--- src/rtl/sensor_sched_pkg.sv ---
// Shared types and constants for the sensor poll scheduler.
package sensor_sched_pkg;

  typedef enum logic [1:0] {
    ST_IDLE    = 2'd0,
    ST_ISSUE   = 2'd1,
    ST_WAIT    = 2'd2,
    ST_RECOVER = 2'd3
  } sched_state_e;

  localparam logic [7:0] CMD_TEMP    = 8'h54;
  localparam logic [7:0] CMD_DIST    = 8'h44;
  localparam logic [7:0] ASCII_CR    = 8'h0D;
  localparam logic [1:0] CR_CNT_TEMP = 2'd2;
  localparam logic [1:0] CR_CNT_DIST = 2'd1;

  function automatic logic is_valid_cmd(input logic [7:0] c);
    return (c == CMD_TEMP) || (c == CMD_DIST);
  endfunction

endpackage

--- src/rtl/sched_period_timer.sv ---
// Free-running 0..PERIOD_CYCLES-1 counter; each wrap raises a sticky request
// that the consumer clears. A wrap in the same cycle as a clear keeps it set.
module sched_period_timer #(
  parameter int PERIOD_CYCLES = 100_000_000
) (
  input  logic clk,
  input  logic rst,
  input  logic clr_i,
  output logic req_o
);
  localparam int CW = (PERIOD_CYCLES > 1) ? $clog2(PERIOD_CYCLES) : 1;

  logic [CW-1:0] cnt_q, cnt_d;
  logic          req_q, req_d;
  logic          wrap;

  assign wrap = (cnt_q == CW'(PERIOD_CYCLES - 1));

  always_comb begin
    cnt_d = wrap ? '0 : cnt_q + 1'b1;
    req_d = wrap | (req_q & ~clr_i);
  end

  always_ff @(posedge clk or negedge rst) begin
    if (!rst) begin
      cnt_q <= '0;
      req_q <= 1'b0;
    end else begin
      cnt_q <= cnt_d;
      req_q <= req_d;
    end
  end

  assign req_o = req_q;

endmodule

--- src/rtl/sensor_poll_scheduler.sv ---
// Issues 'T'/'D' commands (host or auto-poll) to the crossbar, waits for CR
// replies, and resets the crossbar on timeout. Auto-poll needs SENSOR_SCHED_AUTO_POLL_EN.
//   state   | meaning
//   IDLE    | pick pending host command, else auto request
//   ISSUE   | drive cmd_out for one cycle
//   WAIT    | count CR replies, watch timeout
//   RECOVER | hold xbar_rst_n low for two cycles
module sensor_poll_scheduler
  import sensor_sched_pkg::*;
#(
  parameter int PERIOD_CYCLES  = 100_000_000,
  parameter int TIMEOUT_CYCLES = 50_000_000
) (
  input  logic       clk,
  input  logic       rst,
  input  logic [7:0] host_cmd,
  input  logic       host_cmd_valid,
  output logic       host_ready,
  output logic [7:0] cmd_out,
  input  logic [7:0] tx_byte,
  input  logic       tx_byte_valid,
  output logic       xbar_rst_n,
  output logic       busy,
  output logic       active_dist,
  output logic       done,
  output logic       timeout,
  output logic [7:0] err_count
);
  localparam int WW = (TIMEOUT_CYCLES > 1) ? $clog2(TIMEOUT_CYCLES) : 1;

  if (PERIOD_CYCLES < 4 || TIMEOUT_CYCLES < 4) begin : g_cfg_check
    $error("sensor_poll_scheduler: PERIOD_CYCLES and TIMEOUT_CYCLES must be >= 4");
  end

  sched_state_e  state_q, state_d;
  logic          pend_valid_q, pend_valid_d;
  logic [7:0]    pend_cmd_q, pend_cmd_d;
  logic [7:0]    cmd_q, cmd_d;
  logic          auto_dist_q, auto_dist_d;
  logic [WW-1:0] wait_cnt_q, wait_cnt_d;
  logic [1:0]    cr_cnt_q, cr_cnt_d;
  logic          rec_cnt_q, rec_cnt_d;
  logic [7:0]    err_q, err_d;

  logic       auto_req;
  logic       accept, take_host, take_auto;
  logic       cr_hit, complete, expire;
  logic [1:0] cr_need, cr_sum;

  assign host_ready = !pend_valid_q || (state_q == ST_IDLE);
  assign accept     = host_cmd_valid && host_ready;
  assign take_host  = (state_q == ST_IDLE) && pend_valid_q;
  assign take_auto  = (state_q == ST_IDLE) && !pend_valid_q && auto_req;

  assign cr_hit   = tx_byte_valid && (tx_byte == ASCII_CR);
  assign cr_need  = (cmd_q == CMD_TEMP) ? CR_CNT_TEMP : CR_CNT_DIST;
  assign cr_sum   = cr_cnt_q + {1'b0, cr_hit};
  assign complete = (state_q == ST_WAIT) && (cr_sum >= cr_need);
  // Completion wins over a timeout landing in the same cycle.
  assign expire   = (state_q == ST_WAIT) && !complete &&
                    (wait_cnt_q == WW'(TIMEOUT_CYCLES - 1));

`ifdef SENSOR_SCHED_AUTO_POLL_EN
  logic auto_clr;
  assign auto_clr = take_auto;

  sched_period_timer #(
    .PERIOD_CYCLES(PERIOD_CYCLES)
  ) u_period_timer (
    .clk   (clk),
    .rst   (rst),
    .clr_i (auto_clr),
    .req_o (auto_req)
  );
`else
  assign auto_req = 1'b0;
`endif

  always_ff @(posedge clk or negedge rst) begin
    if (!rst) begin
      state_q      <= ST_IDLE;
      pend_valid_q <= 1'b0;
      pend_cmd_q   <= 8'h00;
      cmd_q        <= 8'h00;
      auto_dist_q  <= 1'b0;
      wait_cnt_q   <= '0;
      cr_cnt_q     <= 2'd0;
      rec_cnt_q    <= 1'b0;
      err_q        <= 8'h00;
    end else begin
      state_q      <= state_d;
      pend_valid_q <= pend_valid_d;
      pend_cmd_q   <= pend_cmd_d;
      cmd_q        <= cmd_d;
      auto_dist_q  <= auto_dist_d;
      wait_cnt_q   <= wait_cnt_d;
      cr_cnt_q     <= cr_cnt_d;
      rec_cnt_q    <= rec_cnt_d;
      err_q        <= err_d;
    end
  end

  always_comb begin
    state_d = state_q;
    unique case (state_q)
      ST_IDLE:    if (take_host || take_auto) state_d = ST_ISSUE;
      ST_ISSUE:   state_d = ST_WAIT;
      ST_WAIT: begin
        if (complete)    state_d = ST_IDLE;
        else if (expire) state_d = ST_RECOVER;
      end
      ST_RECOVER: if (rec_cnt_q) state_d = ST_IDLE;
      default:    state_d = ST_IDLE;
    endcase
  end

  always_comb begin
    pend_valid_d = pend_valid_q;
    pend_cmd_d   = pend_cmd_q;
    cmd_d        = cmd_q;
    auto_dist_d  = auto_dist_q;
    if (take_host) begin
      pend_valid_d = 1'b0;
      cmd_d        = pend_cmd_q;
    end else if (take_auto) begin
      cmd_d       = auto_dist_q ? CMD_DIST : CMD_TEMP;
      auto_dist_d = ~auto_dist_q;
    end
    // Slot may refill in the same cycle it drains; bad bytes are just dropped.
    if (accept && is_valid_cmd(host_cmd)) begin
      pend_valid_d = 1'b1;
      pend_cmd_d   = host_cmd;
    end
    wait_cnt_d = (state_q == ST_WAIT) ? wait_cnt_q + 1'b1 : '0;
    cr_cnt_d   = (state_q == ST_WAIT) ? cr_sum : 2'd0;
    rec_cnt_d  = (state_q == ST_RECOVER) ? ~rec_cnt_q : 1'b0;
    err_d      = (expire && (err_q != 8'hFF)) ? err_q + 8'd1 : err_q;
  end

  always_comb begin
    cmd_out     = (state_q == ST_ISSUE) ? cmd_q : 8'h00;
    busy        = (state_q == ST_ISSUE) || (state_q == ST_WAIT);
    active_dist = busy && (cmd_q == CMD_DIST);
    done        = complete;
    timeout     = expire;
    xbar_rst_n  = (state_q != ST_RECOVER);
    err_count   = err_q;
  end

endmodule

--- config.mk ---
export PLATFORM = sky130hd
export DESIGN_NAME = sensor_poll_scheduler
export DESIGN_NICKNAME = d
export VERILOG_FILES = /design/src/rtl/sensor_sched_pkg.sv /design/src/rtl/sched_period_timer.sv /design/src/rtl/sensor_poll_scheduler.sv
export SDC_FILE = /design/constraint.sdc
export NUM_CORES = 1
export LEC_CHECK = 0
export ABC_AREA = 1
export CAP_MARGIN = 20
export CORE_ASPECT_RATIO = 0.9
export CORE_MARGIN = 3
export CORE_UTILIZATION = 55
export DETAILED_ROUTE_END_ITERATION = 16
export PLACE_DENSITY = 0.79
export SLEW_MARGIN = 0
export SYNTH_ARGS = -nofsm -noshare
export SYNTH_HDL_FRONTEND = slang
export SYNTH_SLANG_ARGS = --single-unit
--- constraint.sdc ---
create_clock -name clk -period 3.5 [get_ports clk]
set_input_delay 0.525 -clock clk [delete_from_list [all_inputs] [get_ports clk]]
set_output_delay 0.525 -clock clk [all_outputs]
set_load 0.02 [all_outputs]
Yosys cells after proc, flatten, opt, wreduce, memory -nomap -nowiden
Index checks and enable logic that the tools add are counted.
{"block": "word_totals", "ff_bits": 56, "inputBits": 20, "elab_cells": 56}
{"block": "classes", "add_sub_neg": 3, "order_cmp": 1, "eq_ne": 14, "mux": 12, "n_bitwise": 1, "n_reduce_logical": 17}
{"operator": "$eq A8 B7 Y1 const B", "count": 4}
{"operator": "$add A26 B1 Y26 const B", "count": 1}
{"operator": "$eq A26 B26 Y1 const B", "count": 1}
{"operator": "$mux W26", "count": 1}
{"operator": "$mux W2", "count": 6}
{"operator": "$logic_and A1 B1 Y1", "count": 9}
{"operator": "$add A8 B1 Y8 const B", "count": 1}
{"operator": "$eq A8 B4 Y1 const B", "count": 1}
{"operator": "$mux W8", "count": 1}
{"operator": "$ne A8 B8 Y1 const B", "count": 1}
{"operator": "$pmux W2 S4", "count": 1}
{"operator": "$ne A2 B2 Y1 const B", "count": 3}
{"operator": "$eq A2 B2 Y1 const B", "count": 2}
{"operator": "$logic_or A1 B1 Y1", "count": 3}
{"operator": "$mux W1", "count": 3}
{"operator": "$ne A3 B3 Y1 const B", "count": 1}
{"operator": "$reduce_and A3 Y1", "count": 1}
{"operator": "$add A2 B1 Y2", "count": 1}
{"operator": "$eq A2 B1 Y1 const B", "count": 1}
{"operator": "$ge A2 B2 Y1", "count": 1}
{"operator": "$logic_not A1 Y1", "count": 2}
{"operator": "$logic_not A2 Y1", "count": 1}
{"operator": "$reduce_bool A2 Y1", "count": 1}
{"operator": "$not A1 Y1", "count": 1}

Logic depth before layout (Yosys ltp)
{"block": "depth", "word_depth": 11, "depth_mapped": 16, "mapped_depth_nobuf": 15}

Least setup slack after synthesis
No wires, ideal clock.
{"block": "synth_timing", "kind": "input port to output port", "startpoint": "input tx_byte[7]", "endpoint": "output timeout", "arrival_time_ps": 2488, "setup_slack_ps": 487, "cell_stages": 13, "path_cell_list": "nor2_1 -> nand2_1 -> nor4_1 -> ha_1 -> inv_1 -> or2_2 -> nand2_1 -> ha_1 -> o21ai_0 -> nand2_1 -> nor2_4 -> inv_1 -> nor3_1"}
{"block": "synth_via", "elab_chain_len": 8}
{"item": "from (decl)", "line": "sensor_poll_scheduler.sv:20", "source": "input logic [7:0] tx_byte,"}
{"item": "$eq A8 B4 Y1", "line": "sensor_poll_scheduler.sv:55", "source": "assign cr_hit = tx_byte_valid && (tx_byte == ASCII_CR);"}
{"item": "$logic_and A1 B1 Y1", "line": "sensor_poll_scheduler.sv:55"}
{"item": "$add A2 B1 Y2", "line": "sensor_poll_scheduler.sv:57", "source": "assign cr_sum = cr_cnt_q + {1'b0, cr_hit};"}
{"item": "$ge A2 B2 Y1", "line": "sensor_poll_scheduler.sv:58", "source": "assign complete = (state_q == ST_WAIT) && (cr_sum >= cr_need);"}
{"item": "$logic_and A1 B1 Y1", "line": "sensor_poll_scheduler.sv:58"}
{"item": "$logic_not A1 Y1", "line": "sensor_poll_scheduler.sv:60", "source": "assign expire = (state_q == ST_WAIT) && !complete &&"}
{"item": "$logic_and A1 B1 Y1 (2 in series)", "line": "sensor_poll_scheduler.sv:60"}
{"item": "to (decl)", "line": "sensor_poll_scheduler.sv:26", "source": "output logic timeout,"}
No other way between the ends.

Final worst setup path
{"block": "layout_timing", "startpoint": "input tx_byte[7]", "endpoint": "output done"}
{"block": "layout_via", "elab_chain_len": 5}
{"item": "$eq A8 B4 Y1", "line": "sensor_poll_scheduler.sv:55"}
{"item": "$logic_and A1 B1 Y1", "line": "sensor_poll_scheduler.sv:55"}
{"item": "$add A2 B1 Y2", "line": "sensor_poll_scheduler.sv:57"}
{"item": "$ge A2 B2 Y1", "line": "sensor_poll_scheduler.sv:58"}
{"item": "$logic_and A1 B1 Y1", "line": "sensor_poll_scheduler.sv:58"}
{"item": "to (decl)", "line": "sensor_poll_scheduler.sv:25", "source": "output logic done,"}
No other way between the ends.

==> run_results.csv <==
group,metric,value,unit
critical_path,crit_arrival,2.85,ns
sta,number_of_failing_hold_endpoints_at_the_final_stage,0,
pwr,comb_power_share,32.9,%
run_status,status,"complete, no violations",
sta,layout_min_cycle_time,3.37,ns
critical_path,startpoint_type,"primary input",
pwr,total_power,1680,uW
pwr,power.share.sequential,44.4,%
cells_and_area,n_antenna_cell,0,
pwr,leakage_component_of_the_power,0.00188,uW
floorplanning,fp.dieH,78.5,um
sta,slew_violations,0,
cells_and_area,mostFrequentLayoutCells,"nand2_1 (138), nor2_1 (81), inv_1 (65)",
place,dp_hpwl,5470,um
place,dpl_worst_slack,-0.373,ns
critical_path,crit_fanout,2,
sta,clk_skew,0.00829,ns
cells_and_area,finalNetCount,530,
clock_tree,ctsLongestPathBuffers,2,
grt,maximum_number_of_pins_on_one_net_before_global_route_repair,30,
sta,remaining_max_slew_budget_at_the_tightest_pin,56.2,%
yosys,postSynthCellCount,452,
clock_tree,cts_hold_repair.buffers,0,
clock_tree,root_buffer,"clkbuf_8",
place,place.port_buffers,41,
sta,rsz0062_at_grt,"yes",
yosys,cell_taking_the_most_area_after_synthesis,"dfrtp_1",
cells_and_area,area.growth.synth_to_final,19.1,%
detailed_routing,route.detailed.vias_per_inst,5.24,
yosys,synth.top_cells.by_area,"dfrtp_1 (44%), nand2_1 (16%), nor2_1 (9.5%), inv_1 (7.6%), ha_1 (3.5%)",
clock_tree,cts-buffers-inserted,5,
yosys,mapped_cell_area,3210,um2
critical_path,ff2ff_path_depth,10,
clock_tree,clk_latency,0.31,ns
pwr,switching_share,34.2,%
clock_tree,cts.sink_count,56,
cells_and_area,instances_no_fill,568,
detailed_routing,drt_wl_total,7210,um
sta,holdWs,0.230,ns
sta,final.period_utilization,96.4,%
clock_tree,cts-htree-levels,2,
grt,grt_antenna_before_repair,0,
critical_path,kind_of_end_point_of_the_critical_path,"output port",
yosys,synthesis.yosys.warnings,0,
clock_tree,tritoncts,"yes",
detailed_routing,post-route-drc-count,0,
sta,final_critical_path_setup_slack,0.126,ns
yosys,netlist.area_leader.share,43.6,%
yosys,synth-seq-cells,56,
cells_and_area,post-route-util,70.3,%
yosys,synth_area_per_cell,7.11,um2
detailed_routing,routed-via-count,2976,
pwr,power_density,440,nW/um2
floorplanning,io_pins,42,
yosys,synth_cell_type_count,30,
critical_path,setup.reg_to_reg.worst_slack,1.17,ns
job,max-cap-violations,0,
sta,worstMarginPinSlew,0.657,ns
yosys,synth.yosys.seq_area_share,43.6,%
critical_path,timing_worst_setup_path_type,"primary input to output port",
grt,number_of_global_route_vias_before_repair,2829,
clock_tree,cts.reportedPaths.clkPinSlew,0.10,ns
detailed_routing,number_of_antenna_violating_nets_in_the_routed_design,0,
sta,clock.fmax,296,MHz
cells_and_area,drive_above_1_share,7.19,%
place,routabilityCongestion,0.948,
sta,finalSetupViolCount,0,
critical_path,crit_required,2.97,ns
pwr,internal_power,1110,uW
grt,wire_length_of_the_first_global_routing_pass,12900,um
place,placedCellCount,561,
detailed_routing,detailedRoute.firstIterationViolations,205,
floorplanning,floorplan.initialDensity,59.0,%
detailed_routing,drt_pass1_iterations,5,
critical_path,r2r_end,"err_count[3]",
grt,grtUsageTotal,23.4,%
grt,globalRouteOverflowTotal,0,
floorplanning,die-area,6800,um2
pwr,net-switching-power,575,uW
cells_and_area,final_common_cell,"nand2_1",
critical_path,source_of_the_worst_register_to_register_timing_path,"cmd_q[1]",
pwr,peakVddDrop,0.000362,V
pwr,power.clock.fraction,22.7,%
floorplanning,placeableCoreArea,5440,um2
yosys,post_synthesis_net_count,481,
detailed_routing,wire_length_per_cell_after_detailed_routing,12.7,um
hold_path,hp-class,"primary input to asynchronous set/reset pin",
floorplanning,dieWidth,86.6,um
floorplanning,rows,25,
[power by group through the flow]
stage          Clock (uW)  Sequential, uW  Combinational [uW]
3_5_place_dp            0             759                 556
6_report              382             749                 554
5_1_grt               416             756                 619
3_3_place_gp            0             757                 544
2_1_floorplan           0             746                 324
4_1_cts               394             747                 558
[layer usage]
layer  GRT usage (%)  part of all wire, %  up-vias
met2            38.5                   46       85
met1            32.8                   48     1390
met4            5.30                  1.2        0
met5               0                    0        -
met3            3.25                  4.9        9
li1                -                    -     1492
[stage by stage]
stage               setup TNS, ns  cell area, um2
floorplan                       0            3210
global placement           -0.448            3730
detailed placement         -0.524            3730
CTS                             0            3820
global route               -0.195            3830
finish                          0            3830
[cell families after synthesis]
family                   Yosys count  synth area share (%)
AO/OA/AOI/OAI                     31                  5.10
XOR/XNOR                           4                  1.09
adder cells (fa/ha/maj)            9                  3.50
buffers and inverters             74                  8.68
flip-flops                        56                  43.6
AND/OR/NAND/NOR                  278                  38.0
[cells in the mapped netlist]
| master | count |
|---|---|
| o21ai_0 | 17 |
| nor2_8 | 1 |
| nor2_2 | 4 |
| inv_1 | 65 |
| nand4_1 | 12 |
| nor3_2 | 1 |
| or2_2 | 1 |
| nor4_1 | 2 |
| o21bai_1 | 2 |
| clkinv_1 | 1 |
| buf_2 | 1 |
| nand3b_1 | 1 |
| o21a_1 | 1 |
| nor2_1 | 81 |
| nand3_1 | 22 |
| nand2_1 | 138 |
| xnor2_1 | 1 |
| dfrtp_1 | 56 |
| nand2_2 | 4 |
| nor3_1 | 5 |
| clkbuf_1 | 4 |
| xor2_1 | 3 |
| nor2_4 | 3 |
| a21oi_1 | 10 |
| inv_2 | 3 |
| nand3_4 | 1 |
| nand4_4 | 1 |
| o22ai_1 | 1 |
| nand3_2 | 1 |
| ha_1 | 9 |
[what timing repair did]
item / 4_1_cts / 5_1_grt
setup endpoints to repair: 2 / 2
setup buffers: 0 / 0
pin swaps: 0 / 1
resized for setup: 6 / 2
[worst max-delay path: stages]
cell             delay, ns
clkdlybuf4s50_1       0.40
nor2_1                0.10
nand2_1               0.07
nor4_2                0.22
ha_1                  0.19
inv_1                 0.05
or2_2                 0.28
nand2_1               0.07
ha_1                  0.22
o21ai_0               0.07
nand2_1               0.13
buf_4                 0.15
nand2_1               0.04
inv_1                 0.04
dlygate4sd2_1         0.31
[registers in the layout, summed over array words and instances, names as in the netlist]
register	cells
rec_cnt_q	1
pend_cmd_q	8
wait_cnt_q	26
err_count	8
cmd_q	8
pend_valid_q	1
state_q	2
cr_cnt_q	2
[worst max path at each step]
stage	endpoint	slack (ns)	startpoint
global route	timeout	-0.10	tx_byte[6]
finish	done	0.13	tx_byte[7]
detailed placement	timeout	-0.37	tx_byte[7]
floorplan	timeout	0.49	tx_byte[7]
global placement	timeout	-0.33	tx_byte[7]
CTS	done	0.06	tx_byte[7]
[cell type report]
class                   count  area, um2
fillers                   462       1620
flip-flops and latches     56       1400
repair buffers             47        447
inverters                  69        259
clock buffers               7       96.3
well taps                  67       83.8
multi-input cells         322       1540
(Power assumes the default switching activity.)
